--- config.mk ---
export PLATFORM = sky130hd
export DESIGN_NAME = pc_sequencer_flat
export DESIGN_NICKNAME = d
export VERILOG_FILES = /design/src/rtl/pc_sequencer_if.sv /design/src/rtl/pc_sequencer.sv /design/src/flat_wrapper.sv
export SDC_FILE = /design/constraint.sdc
export NUM_CORES = 1
export LEC_CHECK = 0
export ABC_AREA = 1
export ABC_CLOCK_PERIOD_IN_PS = 2300
export CAP_MARGIN = 15
export CORE_ASPECT_RATIO = 0.8
export CORE_MARGIN = 5
export CORE_UTILIZATION = 55
export CTS_CLUSTER_DIAMETER = 100
export CTS_CLUSTER_SIZE = 30
export DETAILED_ROUTE_END_ITERATION = 6
export PLACE_DENSITY = 0.89
export SLEW_MARGIN = 15
export SYNTH_ARGS = -nofsm -noshare
export SYNTH_HDL_FRONTEND = slang
export SYNTH_SLANG_ARGS = --single-unit
--- constraint.sdc ---
create_clock -name clk -period 2.3 [get_ports clk]
set_input_delay 0.23 -clock clk [delete_from_list [all_inputs] [get_ports clk]]
set_output_delay 0.23 -clock clk [all_outputs]
set_load 0.005 [all_outputs]
--- src/rtl/pc_sequencer_if.sv ---
// Sequencer bus: control-unit request fields and PC/stack status returned.
// master = control side (drives op fields); slave = pc_sequencer.
interface pc_sequencer_if #(
  parameter int PC_W  = 10,
  parameter int OFF_W = 8,
  parameter int DEPTH = 4
);
  logic                         en;
  logic [2:0]                   seq_op;
  logic [PC_W-1:0]              target;
  logic [OFF_W-1:0]             offset;
  logic                         z;
  logic                         err_clr;
  logic [PC_W-1:0]              pc;
  logic [$clog2(DEPTH+1)-1:0]   sp;
  logic                         stack_empty;
  logic                         stack_full;
  logic [PC_W-1:0]              top;
  logic                         err_ovf;
  logic                         err_unf;

  modport master (
    output en, seq_op, target, offset, z, err_clr,
    input  pc, sp, stack_empty, stack_full, top, err_ovf, err_unf
  );

  modport slave (
    input  en, seq_op, target, offset, z, err_clr,
    output pc, sp, stack_empty, stack_full, top, err_ovf, err_unf
  );
endinterface

--- src/rtl/pc_sequencer.sv ---
// Program-counter sequencer with return stack; ports: clk, reset (async
// active-low), bus (slave). Macro PCSEQ_STACK_WRAP_EN makes the stack circular.
module pc_sequencer #(
  parameter int              PC_W      = 10,
  parameter int              OFF_W     = 8,
  parameter int              DEPTH     = 4,
  parameter logic [PC_W-1:0] RESET_VEC = '0
) (
  input logic           clk,
  input logic           reset,
  pc_sequencer_if.slave bus
);
  localparam int SP_W = $clog2(DEPTH+1);
  localparam int PW   = $clog2(DEPTH);
  localparam logic [SP_W-1:0] FULL = SP_W'(DEPTH);
  localparam logic [PW-1:0]   LAST = PW'(DEPTH-1);

  logic [PC_W-1:0] pc_q, pc_d, pc_inc, pc_br;
  logic [PC_W-1:0] off_x;
  logic [PC_W-1:0] stk [DEPTH];
  logic [PC_W-1:0] top_v;
  logic [SP_W-1:0] sp_q;
  logic [PW-1:0]   wp_q, wp_up, wp_dn;
  logic            empty, full;
  logic            push, push_wr, pop;
  logic            ovf_ev, unf_ev;
  logic            ovf_q, unf_q;
  logic            op_jmp, op_br, op_jz;
  logic            op_jnz, op_call, op_ret;

  assign op_jmp  = bus.seq_op == 3'd1;
  assign op_br   = bus.seq_op == 3'd2;
  assign op_jz   = bus.seq_op == 3'd3;
  assign op_jnz  = bus.seq_op == 3'd4;
  assign op_call = bus.seq_op == 3'd5;
  assign op_ret  = bus.seq_op == 3'd6;

  assign off_x  = PC_W'($signed(bus.offset));
  assign pc_inc = pc_q + PC_W'(1);
  assign pc_br  = pc_q + off_x;

  assign empty = sp_q == '0;
  assign full  = sp_q == FULL;

  // wp_q is the next free slot; newest entry sits just below it.
  assign wp_up = (wp_q == LAST) ? '0 : wp_q + PW'(1);
  assign wp_dn = (wp_q == '0) ? LAST : wp_q - PW'(1);
  assign top_v = stk[wp_dn];

  always_comb begin
    pc_d   = pc_q;
    push   = 1'b0;
    pop    = 1'b0;
    ovf_ev = 1'b0;
    unf_ev = 1'b0;
    if (bus.en) begin
      unique case (1'b1)
        op_jmp: pc_d = bus.target;
        op_br:  pc_d = pc_br;
        op_jz:  pc_d = bus.z ? bus.target : pc_inc;
        op_jnz: pc_d = bus.z ? pc_inc : bus.target;
        op_call: begin
          pc_d   = bus.target;
          push   = 1'b1;
          ovf_ev = full;
        end
        op_ret: begin
          pop    = !empty;
          unf_ev = empty;
          pc_d   = empty ? pc_inc : top_v;
        end
        default: pc_d = pc_inc;
      endcase
    end
  end

`ifdef PCSEQ_STACK_WRAP_EN
  // Full stack: overwrite the oldest slot (the one wp_q points at).
  assign push_wr = push;
`else
  assign push_wr = push && !full;
`endif

  always_ff @(posedge clk or negedge reset) begin
    if (!reset) begin
      pc_q  <= RESET_VEC;
      sp_q  <= '0;
      wp_q  <= '0;
      ovf_q <= 1'b0;
      unf_q <= 1'b0;
      for (int i = 0; i < DEPTH; i++) stk[i] <= '0;
    end else begin
      pc_q <= pc_d;
      if (push_wr) begin
        stk[wp_q] <= pc_inc;
        wp_q      <= wp_up;
        if (!full) sp_q <= sp_q + SP_W'(1);
      end else if (pop) begin
        wp_q <= wp_dn;
        sp_q <= sp_q - SP_W'(1);
      end
      // An error event outranks a simultaneous clear.
      if (ovf_ev)           ovf_q <= 1'b1;
      else if (bus.err_clr) ovf_q <= 1'b0;
      if (unf_ev)           unf_q <= 1'b1;
      else if (bus.err_clr) unf_q <= 1'b0;
    end
  end

  assign bus.pc          = pc_q;
  assign bus.sp          = sp_q;
  assign bus.stack_empty = empty;
  assign bus.stack_full  = full;
  assign bus.top         = empty ? '0 : top_v;
  assign bus.err_ovf     = ovf_q;
  assign bus.err_unf     = unf_q;
endmodule

--- src/flat_wrapper.sv ---
// flat-port wrapper written by rule: the top's interface ports become plain ports
module pc_sequencer_flat 
#(
  parameter int              PC_W      = 10,
  parameter int              OFF_W     = 8,
  parameter int              DEPTH     = 4,
  parameter logic [PC_W-1:0] RESET_VEC = '0
)
  (clk, reset, bus_en, bus_seq_op, bus_target, bus_offset, bus_z, bus_err_clr, bus_pc, bus_sp, bus_stack_empty, bus_stack_full, bus_top, bus_err_ovf, bus_err_unf);
  pc_sequencer_if #(.PC_W(PC_W), .OFF_W(OFF_W), .DEPTH(DEPTH)) bus_i ();
  input logic clk;
  input logic reset;
  input wire logic [$bits(bus_i.en)-1:0] bus_en;
  input wire logic [$bits(bus_i.seq_op)-1:0] bus_seq_op;
  input wire logic [$bits(bus_i.target)-1:0] bus_target;
  input wire logic [$bits(bus_i.offset)-1:0] bus_offset;
  input wire logic [$bits(bus_i.z)-1:0] bus_z;
  input wire logic [$bits(bus_i.err_clr)-1:0] bus_err_clr;
  output wire logic [$bits(bus_i.pc)-1:0] bus_pc;
  output wire logic [$bits(bus_i.sp)-1:0] bus_sp;
  output wire logic [$bits(bus_i.stack_empty)-1:0] bus_stack_empty;
  output wire logic [$bits(bus_i.stack_full)-1:0] bus_stack_full;
  output wire logic [$bits(bus_i.top)-1:0] bus_top;
  output wire logic [$bits(bus_i.err_ovf)-1:0] bus_err_ovf;
  output wire logic [$bits(bus_i.err_unf)-1:0] bus_err_unf;
  assign bus_i.en = bus_en;
  assign bus_i.seq_op = bus_seq_op;
  assign bus_i.target = bus_target;
  assign bus_i.offset = bus_offset;
  assign bus_i.z = bus_z;
  assign bus_i.err_clr = bus_err_clr;
  assign bus_pc = bus_i.pc;
  assign bus_sp = bus_i.sp;
  assign bus_stack_empty = bus_i.stack_empty;
  assign bus_stack_full = bus_i.stack_full;
  assign bus_top = bus_i.top;
  assign bus_err_ovf = bus_i.err_ovf;
  assign bus_err_unf = bus_i.err_unf;
  pc_sequencer #(.PC_W(PC_W), .OFF_W(OFF_W), .DEPTH(DEPTH), .RESET_VEC(RESET_VEC)) u_core (.clk(clk), .reset(reset), .bus(bus_i));
endmodule
==> metrics.csv, run 1 <==
metric,value,unit
CTS Buffer Depth,2,
sinks on the clock net,57,
Die Y,84.5,um
design area,0.00476,mm^2
Leak,2.38,nW
clock skew,0.00527,ns
area of the die,0.00872,mm^2
Finished Layout Cells,711,
hold path cells,2,
HP Class,reg2reg,
final setup fails,0,
number of antenna violations at the first check in global routing,0,
max_cap viols,0,
Async SR Flop Fraction,100,%
dpl cells,694,
period utilization,93.8,%
Mapped Avg Cell Area,6.91,um^2
most frequent cells after synthesis,"nand2_1, inv_1, dfrtp_1",
Overflow after GRT,0,
WHS Endpoint,u_core.stk[35]$_DFFE_PN0P_,
area grow syn2layout,24.6,%
CP Buf/Inv Count,4,
relative slew slack,48.1,%
post-synthesis instance area,0.00382,mm^2
critical path's top delay family,buffers and inverters,
Post-synth EDFFs,0,
synth top area cells,"dfrtp_1, nand2_1, inv_1, nand3_1, ha_1",
RSZ-0062 raised after global routing,no,
Residual DRC,0,
outcome,completed,
"Primary FF master, synth",dfrtp_1,
gpl congestion,0.920,
Initial DRC Count,384,
Startpoint Class,flip-flop,
wire length per cell,14.8,um
PwrDens,1230,mW/mm^2
share of layout cells above drive strength 1,10.7,%
Worst Tran Pin Value,0.779,ns
Post-Syn Instances,553,
final core utilization,69.7,%
# fillers,564,
# IOs,53,
DIE WIDTH,103,um
Netlist cell types,37,
top-area cell type share of the netlist area,37.4,%
reg2reg end,u_core.bus.pc[8]$_DFFE_PN0P_,
leading area contributor after synthesis,dfrtp_1,
total wire length,10.5,mm
Reg2Reg Launch Point,u_core.bus.pc[0]$_DFFE_PN0P_,
post-route ant nets,0,
fin crit period,2.16,ns
Initial Util,56.0,%
first-pass GRT wire length,17.8,mm
CTS root buf,clkbuf_8,
WP data required,2.07,ns
syn nets,595,
clock latency on the worst-skew pair,0.33,ns
Critical Path AT,1.93,ns
nets@finish,662,
H-tree depth,3,
GRT Overall Usage,25.6,%
worst hold margin,0.471,ns
"slowest stage delay, CP",0.38,ns
# diodes,0,
capturing element type of the critical path,output port,
Hold Startpoint,u_core.stk[35]$_DFFE_PN0P_,
"flops & latches, synth",57,
largest net degree at the start of global routing,36,
Worst Setup Path Type,reg2out,
most common cell in the netlist,nand2_1,
Fin. Hold Viols,0,
row count,27,
drt via density,5.44,
Slowest cell on crit path,dfrtp_1,
Max Clk Rate,464,MHz
CTS tree,done,
placed cell area,0.00450,mm^2
total CTS buffers,9,
synth warn,0,
DRT Pass-1 Iters,5,
Worst-path clk slew,0.06,ns
FF-to-FF path depth,10,
R2R Setup Slk,0.27,ns
Final HPWL DP,7.84,mm
via count,3868,
cells along the critical path,"inv_2, ha_4, inv_2, nand2_1, buf_12, nand2_1, a21oi_2, nor3_2, dlygate4sd2_1",
peak supply drop,944,uV
vias in the first global route,3818,
register area share after synthesis,37.4,%
Critical Path Fanout Max,20,
Port Buffer Count,52,
Core Box Area,0.00682,mm^2
setup TNS,0,ns
Max Slew Vio Count,0,
-- where the power goes --
group / internal (mW) / total, mW / switching (mW)
clock: 0.550 / 0.935 / 0.385
combinational: 1.35 / 3.26 / 1.91
sequential: 1.41 / 1.67 / 0.262
total: 3.31 / 5.87 / 2.56
-- through the flow --
stage                     total power [mW]  setup slack, ns
final                                 5.87            0.143
after global placement                4.75            0.130
after detailed placement              4.88           0.0455
after floorplan                       3.47            0.552
after CTS                             5.77           0.0480
after global routing                  6.37          0.00880
-- logic make-up (layout without fill, tap and decap cells) --
group | count (synthesis) | count (layout) | synth area share, %
AO/OA/AOI/OAI | 82 | 82 | 11.5
XOR/XNOR | 8 | 8 | 2.03
adder cells (fa/ha/maj) | 16 | 16 | 5.64
buffers and inverters | 97 | 168 | 10.5
flip-flops | 57 | 57 | 37.4
multiplexers | 1 | 1 | 0.295
AND/OR/NAND/NOR | 292 | 292 | 32.7
-- worst max-delay path by stage --
stage,from,endpoint,slack (ns),depth (start not counted)
floorplan,u_core.bus.sp[1]$_DFFE_PN0P_,u_core.bus.sp[1]$_DFFE_PN0P_,0.55,5
global route,u_core.wp_q[0]$_DFFE_PN0P_,bus_top[9],0.009,10
CTS,u_core.bus.sp[0]$_DFFE_PN0P_,bus_stack_empty,0.05,4
detailed placement,u_core.wp_q[1]$_DFFE_PN0P_,bus_top[6],0.05,7
finish,u_core.wp_q[0]$_DFFE_PN0P_,bus_top[7],0.14,9
global placement,u_core.wp_q[1]$_DFFE_PN0P_,bus_top[6],0.13,7
-- layer usage --
metal	global-route usage (%)	up-vias	share of wire, %	wire, um
met5	0	-	0	0
met2	41.0	195	46	4890
met1	35.4	1784	43	4530
li1	-	1878	-	-
met4	5.88	0	0.97	102
met3	5.73	11	9.6	1010
-- timing repair --
action                                  in CTS  in global routing
buffers inserted                             1                  0
endpoints found under the hold margin       33                  0
cloned                                       0                  0
endpoints found under the setup margin      10                 10
hold buffers                                 1                  0
resized for setup                           20                  8
-- registers in the layout, summed over array words and instances, names as in the netlist --
register and cells:
u_core.bus.err_unf 1, u_core.bus.sp 3, u_core.wp_q 2, u_core.stk 40, u_core.bus.err_ovf 1, u_core.bus.pc 10
-- layout make-up --
| class | count | area (um^2) | share of cell area, % |
|---|---|---|---|
| Clock buffer | 12 | 155 | 3.26 |
| Inverter | 82 | 313 | 6.58 |
| Timing Repair Buffer | 71 | 674 | 14.2 |
| Multi-Input combinational cell | 399 | 2040 | 42.9 |
| Clock inverter | 3 | 40.0 | 0.842 |
| Tap cell | 87 | 109 | 2.29 |
| Sequential cell | 57 | 1430 | 30.0 |
-- layout by cell type (no fill, tap or decap), types with 11 or more instances in the layout --
| cell | count |
|---|---|
| a21oi_1 | 25 |
| ha_1 | 13 |
| clkbuf_8 | 11 |
| nor2_1 | 41 |
| nand2_1 | 182 |
| dfrtp_1 | 57 |
| inv_1 | 72 |
| clkdlybuf4s50_1 | 41 |
| buf_4 | 16 |
| o21ai_0 | 34 |
| nand3_1 | 40 |
-- worst register-to-register path: stages (launching register included) --
cell	delay, ns
dfrtp_1	0.46
ha_1	0.29
fa_1	0.44
nand3_1	0.09
nand3_1	0.13
nand3_1	0.14
nand3b_1	0.10
nand3_1	0.10
nand3_1	0.08
nand2_1	0.07
inv_1	0.04
Power figures use the tool's default switching activity.
==> run 2: changes to the inputs <==
--- a/config.mk
+++ b/config.mk
@@ -7,13 +7,13 @@
 export LEC_CHECK = 0
 export ABC_AREA = 1
 export ABC_CLOCK_PERIOD_IN_PS = 2300
-export CAP_MARGIN = 15
 export CORE_ASPECT_RATIO = 0.8
 export CORE_MARGIN = 5
 export CORE_UTILIZATION = 55
 export CTS_CLUSTER_DIAMETER = 100
 export CTS_CLUSTER_SIZE = 30
 export DETAILED_ROUTE_END_ITERATION = 6
+export MAX_ROUTING_LAYER = met4
 export PLACE_DENSITY = 0.89
 export SLEW_MARGIN = 15
 export SYNTH_ARGS = -nofsm -noshare
==> metrics.csv, run 2 (synthesis gave the netlist of run 1 again) <==
metric,value,unit
capturing element type of the critical path,output port,
most frequent cells in the layout,"nand2_1, inv_1, dfrtp_1",
HP Class,in2async,
total CTS buffers,9,
# fillers,556,
setup slack at placement,0.0456,ns
Final HPWL DP,8.24,mm
total power,6.03,mW
DIE WIDTH,103,um
first-pass GRT wire length,18.6,mm
Critical Path AT,2.01,ns
via count,4002,
nets@finish,665,
FF+latch area,0.00143,mm^2
gpl congestion,0.925,
WP data required,2.07,ns
peak supply drop,730,uV
max reg flops,40,
Max Clk Rate,447,MHz
Worst Setup Path Type,reg2out,
Worst Tran Pin Value,0.552,ns
Initial Util,56.0,%
PwrDens,1260,mW/mm^2
combinational power share,57.5,%
# IOs,53,
relative slew slack,62.8,%
Reg power frac,27.8,%
Fin. Hold Viols,0,
Critical Path Fanout Max,10,
RSZ-0062 raised after global routing,yes,
area of the die,0.00872,mm^2
vias in the first global route,4009,
Leak,2.41,nW
Overflow after GRT,0,
post-route ant nets,0,
Multi-input gate area,0.00206,mm^2
period utilization,97.2,%
number of antenna violations at the first check in global routing,0,
DRT Pass-1 Iters,7,
outcome,completed,
Core Box Area,0.00682,mm^2
row count,27,
GRT Overall Usage,27.6,%
worst hold margin,0.232,ns
Largest Register,u_core.stk,
Initial DRC Count,420,
drt via density,5.61,
wire length per cell,15.7,um
R2R Setup Slk,0.29,ns
CTS tree,done,
Port Buffer Count,52,
net switching power,2.66,mW
max_cap viols,0,
area grow syn2layout,25.8,%
Die Y,84.5,um
final worst slack,0.0637,ns
Max Slew Vio Count,0,
H-tree depth,3,
Int Pwr,3.37,mW
"most common cell after layout, fill and taps aside",nand2_1,
Reg2Reg Launch Point,u_core.bus.pc[0]$_DFFE_PN0P_,
total wire length,11.2,mm
CTS Buffer Depth,2,
reg2reg end,u_core.bus.pc[8]$_DFFE_PN0P_,
switch share,44.1,%
largest net degree at the start of global routing,37,
FF-to-FF path depth,10,
CTS root buf,clkbuf_8,
Residual DRC,0,
clock skew,0.00938,ns
Worst-path clk slew,0.07,ns
fin crit period,2.24,ns
clock latency on the worst-skew pair,0.34,ns
Startpoint Class,flip-flop,
sinks on the clock net,57,
final setup fails,0,
clock power share,14.7,%
share of layout cells above drive strength 1,12.0,%
# diodes,0,
## run 2: changes by cell type in the layout (fill, tap and decap cells not counted)
cell,before,now
nor3_2,3,5
clkbuf_1,1,2
bufbuf_16,0,1
nand2_1,182,181
nor3_1,5,3
clkbuf_2,0,1
clkinv_2,3,4
buf_4,16,18
nand2_2,2,3
dlygate4sd2_1,9,7
clkdlybuf4s15_1,1,2
a21oi_1,25,23
a21oi_2,5,7
clkbuf_8,11,9
## run 2: what timing repair did
action | in CTS | in global routing
hold endpoints to repair | 21 | 0
gates cloned | 1 | 0
endpoints found under the setup margin | 10 | 7
pin swaps | 3 | 1
gates resized for setup | 25 | 11
hold buffers | 1 | 0
buffers inserted | 1 | 2
## run 2: power groups by stage
stage                     Clock (mW)  Sequential [mW]  Combinational (mW)
after CTS                      0.889             1.67                3.31
final                          0.887             1.68                3.47
after global routing           0.935             1.72                3.84
after floorplan                    0             1.63                1.84
after global placement             0             1.66                3.10
after detailed placement           0             1.69                3.22
## run 2: per-layer routing
layer	routed length [um]	part of all wire, %	track usage, %
met4	219	1.9	6.82
met2	5240	47	43.0
met3	1040	9.3	6.73
met1	4730	42	36.1
met5	0	0	-
## run 2: critical path, stage by stage, from the launching register on
cell and delay [ns]:
dfrtp_1 0.39, inv_2 0.10, ha_4 0.15, inv_2 0.06, nand2_2 0.10, bufbuf_16 0.28, nand2_1 0.08, a21oi_2 0.18
nor3_2 0.06, dlygate4sd2_1 0.27
## run 2: per-stage QoR
stage	TNS [ns]	instances	util, %	instance area [um^2]
after detailed placement	0	694	66.0	4500
after CTS	-0.00336	712	69.7	4760
after global routing	-0.0149	714	70.4	4800
after global placement	0	694	66.0	4500
final	0	714	70.4	4800
after floorplan	0	553	-	3820
## run 2: worst max-delay path by stage
stage	from	end	slack (ns)	cells past startpoint
final	u_core.wp_q[0]$_DFFE_PN0P_	bus_top[0]	0.06	9
after detailed placement	u_core.wp_q[1]$_DFFE_PN0P_	bus_top[6]	0.05	7
after floorplan	u_core.bus.sp[1]$_DFFE_PN0P_	u_core.bus.sp[1]$_DFFE_PN0P_	0.55	5
after global routing	u_core.wp_q[0]$_DFFE_PN0P_	bus_top[0]	-0.01	9
after CTS	u_core.wp_q[0]$_DFFE_PN0P_	bus_top[6]	-0.003	10
after global placement	u_core.wp_q[1]$_DFFE_PN0P_	bus_top[6]	0.13	7
## run 2: cell type report
| class | count | share of cell area, % |
|---|---|---|
| Multi-Input combinational cell | 399 | 42.9 |
| Inverter | 82 | 6.51 |
| Clock inverter | 4 | 0.938 |
| Timing Repair Buffer | 74 | 15.0 |
| Clock buffer | 11 | 2.74 |
| Tap cell | 87 | 2.27 |
| Sequential cell | 57 | 29.7 |
